$ cat src/rtl/blockram_fifo_controller_if.sv
// Producer/consumer handshake bundle for blockram_fifo_controller.
// master = producer/consumer side, slave = controller side.
interface blockram_fifo_controller_if #(
  parameter int DATA_WIDTH = 64
);
  logic                  request_valid_in;
  logic [DATA_WIDTH-1:0] request_data_in;
  logic                  request_ready_out;
  logic                  issue_valid_out;
  logic [DATA_WIDTH-1:0] issue_data_out;
  logic                  issue_ack_in;

  modport master (
    output request_valid_in,
    output request_data_in,
    output issue_ack_in,
    input  request_ready_out,
    input  issue_valid_out,
    input  issue_data_out
  );

  modport slave (
    input  request_valid_in,
    input  request_data_in,
    input  issue_ack_in,
    output request_ready_out,
    output issue_valid_out,
    output issue_data_out
  );
endinterface

$ cat src/rtl/blockram_fifo_controller.sv
// Valid/ready FIFO front-end for dual_port_blockram with a
// prefetching output buffer hiding the one-cycle read latency.
module blockram_fifo_controller #(
  parameter int SINGLE_ENTRY_WIDTH_IN_BITS = 64,
  parameter int NUM_SET                    = 64,
  parameter int SET_PTR_WIDTH_IN_BITS      = $clog2(NUM_SET),
  parameter int BYTE_LEN_IN_BITS           = 8,
  parameter int WRITE_MASK_LEN             =
    SINGLE_ENTRY_WIDTH_IN_BITS / BYTE_LEN_IN_BITS,
  parameter int OUT_DEPTH                  = 4
) (
  input  logic clk_in,
  input  logic reset_in,

  blockram_fifo_controller_if.slave bus,

  output logic                                  write_port_access_en_out,
  output logic [WRITE_MASK_LEN-1:0]             write_port_write_en_out,
  output logic [SET_PTR_WIDTH_IN_BITS-1:0]      write_port_access_set_addr_out,
  output logic [SINGLE_ENTRY_WIDTH_IN_BITS-1:0] write_port_data_out,

  output logic                                  read_port_access_en_out,
  output logic [SET_PTR_WIDTH_IN_BITS-1:0]      read_port_access_set_addr_out,
  input  logic [SINGLE_ENTRY_WIDTH_IN_BITS-1:0] read_port_data_in,
  input  logic                                  read_port_valid_in,

  output logic [$clog2(NUM_SET+OUT_DEPTH+1)-1:0] occupancy_out,
  output logic                                   error_out
);

  localparam int W   = SINGLE_ENTRY_WIDTH_IN_BITS;
  localparam int PW  = SET_PTR_WIDTH_IN_BITS;
  localparam int CW  = PW + 1;
  localparam int BIW = $clog2(OUT_DEPTH);
  localparam int BCW = $clog2(OUT_DEPTH + 1);
  localparam int OW  = $clog2(NUM_SET + OUT_DEPTH + 1);

  logic [PW-1:0]  wr_ptr;
  logic [PW-1:0]  rd_ptr;
  logic [CW-1:0]  ram_count;
  logic [1:0]     inflight;
  logic [BCW-1:0] buf_count;
  logic [BIW-1:0] head;
  logic [BIW-1:0] tail;
  logic [W-1:0]   buf_q [OUT_DEPTH];
  logic           ret_q;
  logic           error_q;
  logic [OW-1:0]  occ_q;

  logic           push;
  logic           fetch;
  logic           ack;
  logic [BCW:0]   used;
  logic [CW-1:0]  ram_n;
  logic [1:0]     inflight_n;
  logic [BCW-1:0] buf_n;
  logic [OW-1:0]  occ_n;

  assign bus.request_ready_out = (ram_count != CW'(NUM_SET));
  assign bus.issue_valid_out   = (buf_count != '0);
  assign bus.issue_data_out    = buf_q[head];

  assign occupancy_out = occ_q;
  assign error_out     = error_q;

  // ram_count is registered, so it never counts a push made this cycle.
  always_comb begin
    push       = 1'b0;
    fetch      = 1'b0;
    ack        = 1'b0;
    used       = '0;
    push       = bus.request_valid_in & bus.request_ready_out & reset_in;
    used       = (BCW+1)'(buf_count) + (BCW+1)'(inflight);
    fetch      = reset_in & (ram_count != '0)
               & (used < (BCW+1)'(OUT_DEPTH));
    ack        = bus.issue_ack_in & bus.issue_valid_out;
    ram_n      = ram_count + CW'(push) - CW'(fetch);
    inflight_n = inflight + 2'(fetch) - 2'(ret_q);
    buf_n      = buf_count + BCW'(ret_q) - BCW'(ack);
    occ_n      = OW'(ram_n) + OW'(inflight_n) + OW'(buf_n);
  end

  always_comb begin
    write_port_access_en_out       = 1'b0;
    write_port_write_en_out        = '0;
    write_port_access_set_addr_out = '0;
    write_port_data_out            = '0;
    read_port_access_en_out        = 1'b0;
    read_port_access_set_addr_out  = '0;
    if (push) begin
      write_port_access_en_out       = 1'b1;
      write_port_write_en_out        = '1;
      write_port_access_set_addr_out = wr_ptr;
      write_port_data_out            = bus.request_data_in;
    end
    if (fetch) begin
      read_port_access_en_out       = 1'b1;
      read_port_access_set_addr_out = rd_ptr;
    end
  end

  // Clearing ret_q drops a read that returns in the cycle after reset.
  always_ff @(posedge clk_in) begin
    if (!reset_in) begin
      wr_ptr    <= '0;
      rd_ptr    <= '0;
      ram_count <= '0;
      inflight  <= '0;
      buf_count <= '0;
      head      <= '0;
      tail      <= '0;
      ret_q     <= 1'b0;
      error_q   <= 1'b0;
      occ_q     <= '0;
      for (int i = 0; i < OUT_DEPTH; i++) begin
        buf_q[i] <= '0;
      end
    end else begin
      wr_ptr    <= wr_ptr + PW'(push);
      rd_ptr    <= rd_ptr + PW'(fetch);
      ram_count <= ram_n;
      inflight  <= inflight_n;
      buf_count <= buf_n;
      head      <= head + BIW'(ack);
      tail      <= tail + BIW'(ret_q);
      ret_q     <= fetch;
      occ_q     <= occ_n;
      if (ret_q) begin
        buf_q[tail] <= read_port_data_in;
      end
      if (ret_q && !read_port_valid_in) begin
        error_q <= 1'b1;
      end
    end
  end

endmodule
$ cat src/flat_wrapper.sv
// flat-port wrapper written by rule: the top's interface ports become plain ports
module blockram_fifo_controller_flat 
#(
  parameter int SINGLE_ENTRY_WIDTH_IN_BITS = 64,
  parameter int NUM_SET                    = 64,
  parameter int SET_PTR_WIDTH_IN_BITS      = $clog2(NUM_SET),
  parameter int BYTE_LEN_IN_BITS           = 8,
  parameter int WRITE_MASK_LEN             =
    SINGLE_ENTRY_WIDTH_IN_BITS / BYTE_LEN_IN_BITS,
  parameter int OUT_DEPTH                  = 4
)
  (clk_in, reset_in, write_port_access_en_out, write_port_write_en_out, write_port_access_set_addr_out, write_port_data_out, read_port_access_en_out, read_port_access_set_addr_out, read_port_data_in, read_port_valid_in, occupancy_out, error_out, bus_request_valid_in, bus_request_data_in, bus_issue_ack_in, bus_request_ready_out, bus_issue_valid_out, bus_issue_data_out);
  blockram_fifo_controller_if bus_i ();
  input  logic clk_in;
  input  logic reset_in;
  output logic write_port_access_en_out;
  output logic [WRITE_MASK_LEN-1:0] write_port_write_en_out;
  output logic [SET_PTR_WIDTH_IN_BITS-1:0] write_port_access_set_addr_out;
  output logic [SINGLE_ENTRY_WIDTH_IN_BITS-1:0] write_port_data_out;
  output logic read_port_access_en_out;
  output logic [SET_PTR_WIDTH_IN_BITS-1:0] read_port_access_set_addr_out;
  input  logic [SINGLE_ENTRY_WIDTH_IN_BITS-1:0] read_port_data_in;
  input  logic read_port_valid_in;
  output logic [$clog2(NUM_SET+OUT_DEPTH+1)-1:0] occupancy_out;
  output logic error_out;
  input wire logic [$bits(bus_i.request_valid_in)-1:0] bus_request_valid_in;
  input wire logic [$bits(bus_i.request_data_in)-1:0] bus_request_data_in;
  input wire logic [$bits(bus_i.issue_ack_in)-1:0] bus_issue_ack_in;
  output wire logic [$bits(bus_i.request_ready_out)-1:0] bus_request_ready_out;
  output wire logic [$bits(bus_i.issue_valid_out)-1:0] bus_issue_valid_out;
  output wire logic [$bits(bus_i.issue_data_out)-1:0] bus_issue_data_out;
  assign bus_i.request_valid_in = bus_request_valid_in;
  assign bus_i.request_data_in = bus_request_data_in;
  assign bus_i.issue_ack_in = bus_issue_ack_in;
  assign bus_request_ready_out = bus_i.request_ready_out;
  assign bus_issue_valid_out = bus_i.issue_valid_out;
  assign bus_issue_data_out = bus_i.issue_data_out;
  blockram_fifo_controller #(.SINGLE_ENTRY_WIDTH_IN_BITS(SINGLE_ENTRY_WIDTH_IN_BITS), .NUM_SET(NUM_SET), .SET_PTR_WIDTH_IN_BITS(SET_PTR_WIDTH_IN_BITS), .BYTE_LEN_IN_BITS(BYTE_LEN_IN_BITS), .WRITE_MASK_LEN(WRITE_MASK_LEN), .OUT_DEPTH(OUT_DEPTH)) u_core (.clk_in(clk_in), .reset_in(reset_in), .bus(bus_i), .write_port_access_en_out(write_port_access_en_out), .write_port_write_en_out(write_port_write_en_out), .write_port_access_set_addr_out(write_port_access_set_addr_out), .write_port_data_out(write_port_data_out), .read_port_access_en_out(read_port_access_en_out), .read_port_access_set_addr_out(read_port_access_set_addr_out), .read_port_data_in(read_port_data_in), .read_port_valid_in(read_port_valid_in), .occupancy_out(occupancy_out), .error_out(error_out));
endmodule
$ cat config.mk
export PLATFORM = sky130hd
export DESIGN_NAME = blockram_fifo_controller_flat
export DESIGN_NICKNAME = d
export VERILOG_FILES = /design/src/rtl/blockram_fifo_controller_if.sv /design/src/rtl/blockram_fifo_controller.sv /design/src/flat_wrapper.sv
export SDC_FILE = /design/constraint.sdc
export NUM_CORES = 1
export LEC_CHECK = 0
export ABC_AREA = 1
export CORE_ASPECT_RATIO = 1.2
export CORE_MARGIN = 2
export CORE_UTILIZATION = 57
export CTS_BUF_LIST = sky130_fd_sc_hd__clkbuf_8
export CTS_CLUSTER_DIAMETER = 30
export DETAILED_ROUTE_END_ITERATION = 8
export PLACE_DENSITY_LB_ADDON = 0.08
export SYNTH_ARGS = -nofsm -noshare
export SYNTH_HDL_FRONTEND = slang
export SYNTH_SLANG_ARGS = --single-unit
$ cat constraint.sdc
create_clock -name clk_in -period 11.95 [get_ports clk_in]
set_clock_uncertainty 0.1 [all_clocks]
set_input_delay 1.195 -clock clk_in [delete_from_list [all_inputs] [get_ports clk_in]]
set_output_delay 1.195 -clock clk_in [all_outputs]
set_load 0.02 [all_outputs]
* Yosys cells after proc, flatten, opt, wreduce, memory -nomap -nowiden *
Memories as Yosys holds them, arrays and structs flattened. A register that Yosys moved wholly into a read port is not among the register bits.
Cells that the tools add are included.

word-level totals
  bits in registers = 37
  bits in writable memories = 256
  input port bits = 133
  output and inout port bits = 160
  logic and storage cells = 50
  memories = 1

operators by class
  add/subtract/negate cells = 13
  magnitude comparators = 1
  eq/ne operators = 1
  mux-type cells = 14
  bitwise operators = 5
  reductions and logical operators = 5

memories
  name          depth  bits a word  rd ports  clocked after memory_dff  wr ports  line                            source
  u_core.buf_q  4      64           1         1                         4         blockram_fifo_controller.sv:45  logic [W-1:0] buf_q [OUT_DEPTH];

operators by type and width
  cell                                                                  count
  64-bit 2-to-1 mux                                                     2
  64-bit OR reduction                                                   1
  6-bit by 1-bit adder with 6-bit output                                2
  6-bit 2-to-1 mux                                                      2
  8-bit 2-to-1 mux                                                      1
  7-bit by 1-bit adder with 7-bit output                                1
  7-bit by 2-bit adder with 7-bit output                                1
  7-bit by 3-bit adder with 7-bit output                                1
  1-bit 2-to-1 mux                                                      7
  7-bit != test, second input constant                                  1
  7-bit nonzero test                                                    1
  7-bit by 1-bit subtractor with 7-bit output                           1
  2-bit by 1-bit adder with 2-bit output                                3
  1-bit AND                                                             5
  3-bit by 2-bit adder with 4-bit output                                1
  4-bit by 3-bit < comparator with 1-bit output, second input constant  1
  2-bit 2-to-1 mux                                                      2
  3-bit by 1-bit adder with 3-bit output                                1
  3-bit nonzero test                                                    1
  3-bit by 1-bit subtractor with 3-bit output                           1
  2-bit by 1-bit subtractor with 2-bit output                           1
  1-bit logical AND                                                     1
  1-bit logical NOT                                                     1

* Depth between registers and ports, before layout *
  depth in word-level cells = 7
  mapped depth = 22
  depth with buffers taken out = 22

* Worst setup path after synthesis *
No wires, ideal clock.

  path kind = input-to-reg
  from = in reset_in
  to = reg u_core.occ_q[5], in the netlist u_core.occupancy_out[5]
  library setup time = 0.122 ns
  arrival time = 4.655 ns
  required time = 11.728 ns
  slack = 7.074 ns
  stages = 17
  path buffers = 1
  cell sequence = buf_4 nand2_1 nor3_1 ha_1 inv_1 ha_1 inv_1 fa_1 fa_1 inv_1 ha_1 inv_1 fa_1 nor2_1 nor2_1 o21ai_0 a21oi_1

on the way
  longest elaborated chain between the ends = 6

RTL lines
  item                                                                            line                             source
  start: declaration                                                              flat_wrapper.sv:15               input logic reset_in;
  branches (longest 6 deep; another with 7-bit by 1-bit adder with 7-bit output)  n/a
  end signal: assignment                                                          blockram_fifo_controller.sv:127  occ_q <= occ_n;
  end: declaration                                                                blockram_fifo_controller.sv:48   logic [OW-1:0] occ_q;

Several ways; the timed one is not identified.
A chain may end at the register's enable or synchronous reset.

* Final worst setup path *
Same ends and word-level chain as after synthesis.

==> summary.md <==
| Metric | Value |
|---|---|
| Status | completed |
| # IOs | about 300 |
| CP Data Required Time | 12.28 ns |
| Wire length on met1 | 13290 um |
| Setup Buffers After CTS | 0 |
| Fill cell count | 1724 |
| Ranking of synthesized cells by area | edfxtp_1 (57%), nor2_1 (14%), dfxtp_1 (5.5%) |
| Sequential fraction of the synthesis area | 0.6259 |
| Initial antenna violation count | 7 |
| Final core utilization | 0.7436 |
| Final slew viol count | 0 |
| Final WS setup | 6.848 ns |
| Avg WL per Cell | roughly 18 um |
| Slew @ Worst Pin | 1.046 ns |
| Post_cts resized | 0 |
| TritonCTS clock tree | yes |
| Synth Flop Type | edfxtp_1 |
| Pre-CTS setup slack | 6.360 ns |
| Post-synthesis cell type count | 32 |
| Highest routed layer | met5 |
| DR iter-0 viols | between 600 and 700 |
| Flops & latches, synth | 293 |
| Total power | about 3.7 mW |
| Hold WS | 0.3925 ns |
| Mean Syn Cell Area | 9.708 um2 |
| DRT Wirelength | 36600 um |
| Core Footprint | approximately 0.023 mm2 |
| Clock Tree Root | clkbuf_8 |
| Clock Sinks | 293 |
| Initial DRT Pass Iterations | 8 |
| Synth Instances | 1387 |
| LEAKAGE | 7.295 nW |
| Fmax | slightly below 200 MHz |
| Met2 WL | roughly 19000 um |
| First-pass GRT wire length | 54660 um |
| # hold bufs at CTS | 0 |
| Netlist Area Pre-Place | 0.01347 mm2 |
| Gpl congestion | between 0.8 and 0.9 |
| Max_slew headroom | 0.3021 |
| Hold Crit Class | reg -> reg |
| H-tree depth | 2 |
| Setup violations, final | 0 |
| Initial Util | 0.5803 |
| Worst-path clk slew | around 0.060 ns |
| Mapped Nets | 1549 |
| Antenna viol nets, final | 0 |
| YS warnings | 0 |
| Critical path endpoint category | flip-flop |
| Number of clock buffers inserted by TritonCTS | 47 |
| Period utilization | 0.4270 |
| Layout Nets | 1812 |
| Power Dens Cells | 216.4 mW/mm2 |
| Clk buf depth | 3 |
| Critical Path Fanout Max | 28 |
| Port Buffers | 292 |
| Arr. time, crit path | 5.43 ns |
| Number of global-route vias before repair | between 10000 and 15000 |
| DR vias | 10635 |
| DP HPWL | 21940 um |
| Sum Neg Setup Slack | 0 ns |
| Area leader, netlist | edfxtp_1 |
| Share of layout cells above drive strength 1 | 0.05160 |
| Largest net degree at the start of global routing | 81 |
| Clock Latency Late Sink | 0.56 ns |
| GRT Total Usage | 0.2928 |
| Final Hold Viols | 0 |
| GR Overflow Total | 0 |
| P&R area growth vs syn | 28.14% |
| Met3 Routed Length | 3620 um |
| Area share of the leading cell type in the synthesized netlist | 0.5709 |
| EDFF count, synth | about 260 |
| Row Count | 61 |
| DR DRC count | 0 |
| Die width | ~140 um |
| Worst setup path class | in -> reg |
| RSZ-0062 raised after global routing | false |
| Max IR drop VDD | 0.1868 mV |
| Vias per cell | between 5 and 6 |
| Max-cap violations | 0 |
| Die ar. | roughly 0.025 mm2 |
| Chip height | 172.4 um |
| Minimum clock period | 5.102 ns |
| Asr flop ratio synth | 0 |
| CP Launch Type | primary input |
placed cells by master (no fill, tap or decap), types with 5 or more instances in the layout:
cell	n
a21oi_1	15
buf_4	10
clkbuf_8	48
clkdlybuf4s50_1	292
clkinv_1	11
clkinv_2	7
dfxtp_1	35
edfxtp_1	256
fa_1	5
ha_1	24
inv_1	204
nand2_1	39
nand3_1	11
nor2_1	485
nor3_1	6
o21ai_0	126
o21ai_1	10
o22ai_1	64
xnor2_1	5
layout make-up:
type / count / area, um2 / share of cell area
Antenna cell: 4 / 10.01 / 0.0005801
Clock buffer: 48 / 660.6 / 0.03829
Clock inverter: 37 / 193.9 / 0.01124
Inverter: 193 / 726.9 / 0.04213
Multi-Input combinational cell: 813 / 3837 / 0.2224
Sequential cell: 293 / 8433 / 0.4888
Tap cell: 315 / 394.1 / 0.02284
Timing Repair Buffer: 302 / 2998 / 0.1737
metal layers:
layer	GRT usage	vias to the layer above
li1	-	5052
met1	0.3389	5010
met2	0.5088	492
met3	0.08169	73
met4	0.1275	8
met5	0	-
Yosys cell counts (3+ instances only):
cell,instances
inv_1,190
buf_2,34
dfxtp_1,37
clkbuf_1,26
buf_4,16
ha_1,24
xnor2_1,5
xor2_1,3
fa_1,5
nand2_1,45
buf_6,10
o21ai_0,126
a21oi_1,15
o21ai_1,10
nand3_1,11
nor3_1,6
o22ai_1,64
nor2_1,485
edfxtp_1,256
final timing paths:
path                       start                      end  slack (ns)  depth (start not counted)
min reg2reg     u_core.error_out         u_core.error_out        0.39                          2
min             u_core.error_out         u_core.error_out        0.39                          2
max                     reset_in  u_core.occupancy_out[5]        6.85                         18
max reg2reg  u_core.ram_count[2]  u_core.occupancy_out[5]        7.65                         19
power breakdown:
part / internal (mW) / switching (mW) / total [mW]
clock: 0.398 / 0.385 / 0.782
combinational: 0.617 / 0.965 / 1.58
sequential: 1.30 / 0.0698 / 1.37
registers in the layout (all words and copies together), names as in the netlist:
register              flops
u_core.ret_q              1
u_core.buf_q            256
u_core.wr_ptr             6
u_core.tail               2
u_core.inflight           2
u_core.head               2
u_core.rd_ptr             6
u_core.buf_count          3
u_core.ram_count          7
u_core.occupancy_out      7
u_core.error_out          1
critical path: stages:
cell	delay, ns
clkdlybuf4s50_1	0.45
buf_4	0.34
nand2_1	0.13
nor3_1	0.57
ha_1	0.35
inv_1	0.06
ha_1	0.17
inv_1	0.06
fa_1	0.53
fa_1	0.43
inv_1	0.07
ha_1	0.18
inv_1	0.06
fa_1	0.41
nor2_1	0.12
nor2_1	0.05
o21ai_0	0.18
a21oi_1	0.08
cells by family after synthesis:
family	count (synthesis)	synth area share
AO/OA/AOI/OAI	217	0.08707
AND/OR/NAND/NOR	559	0.1604
adder cells (fa/ha/maj)	29	0.02973
XOR/XNOR	8	0.005204
flip-flops	293	0.6259
buffers and inverters	281	0.09171
stage by stage:
step	instances	cell area, um2
final	2005	17250
after global routing	2003	17250
after CTS	2001	17240
after detailed placement	1916	16390
after global placement	1916	16390
after floorplan	1387	13470
Note: power is estimated with default switching activity, not from simulation.
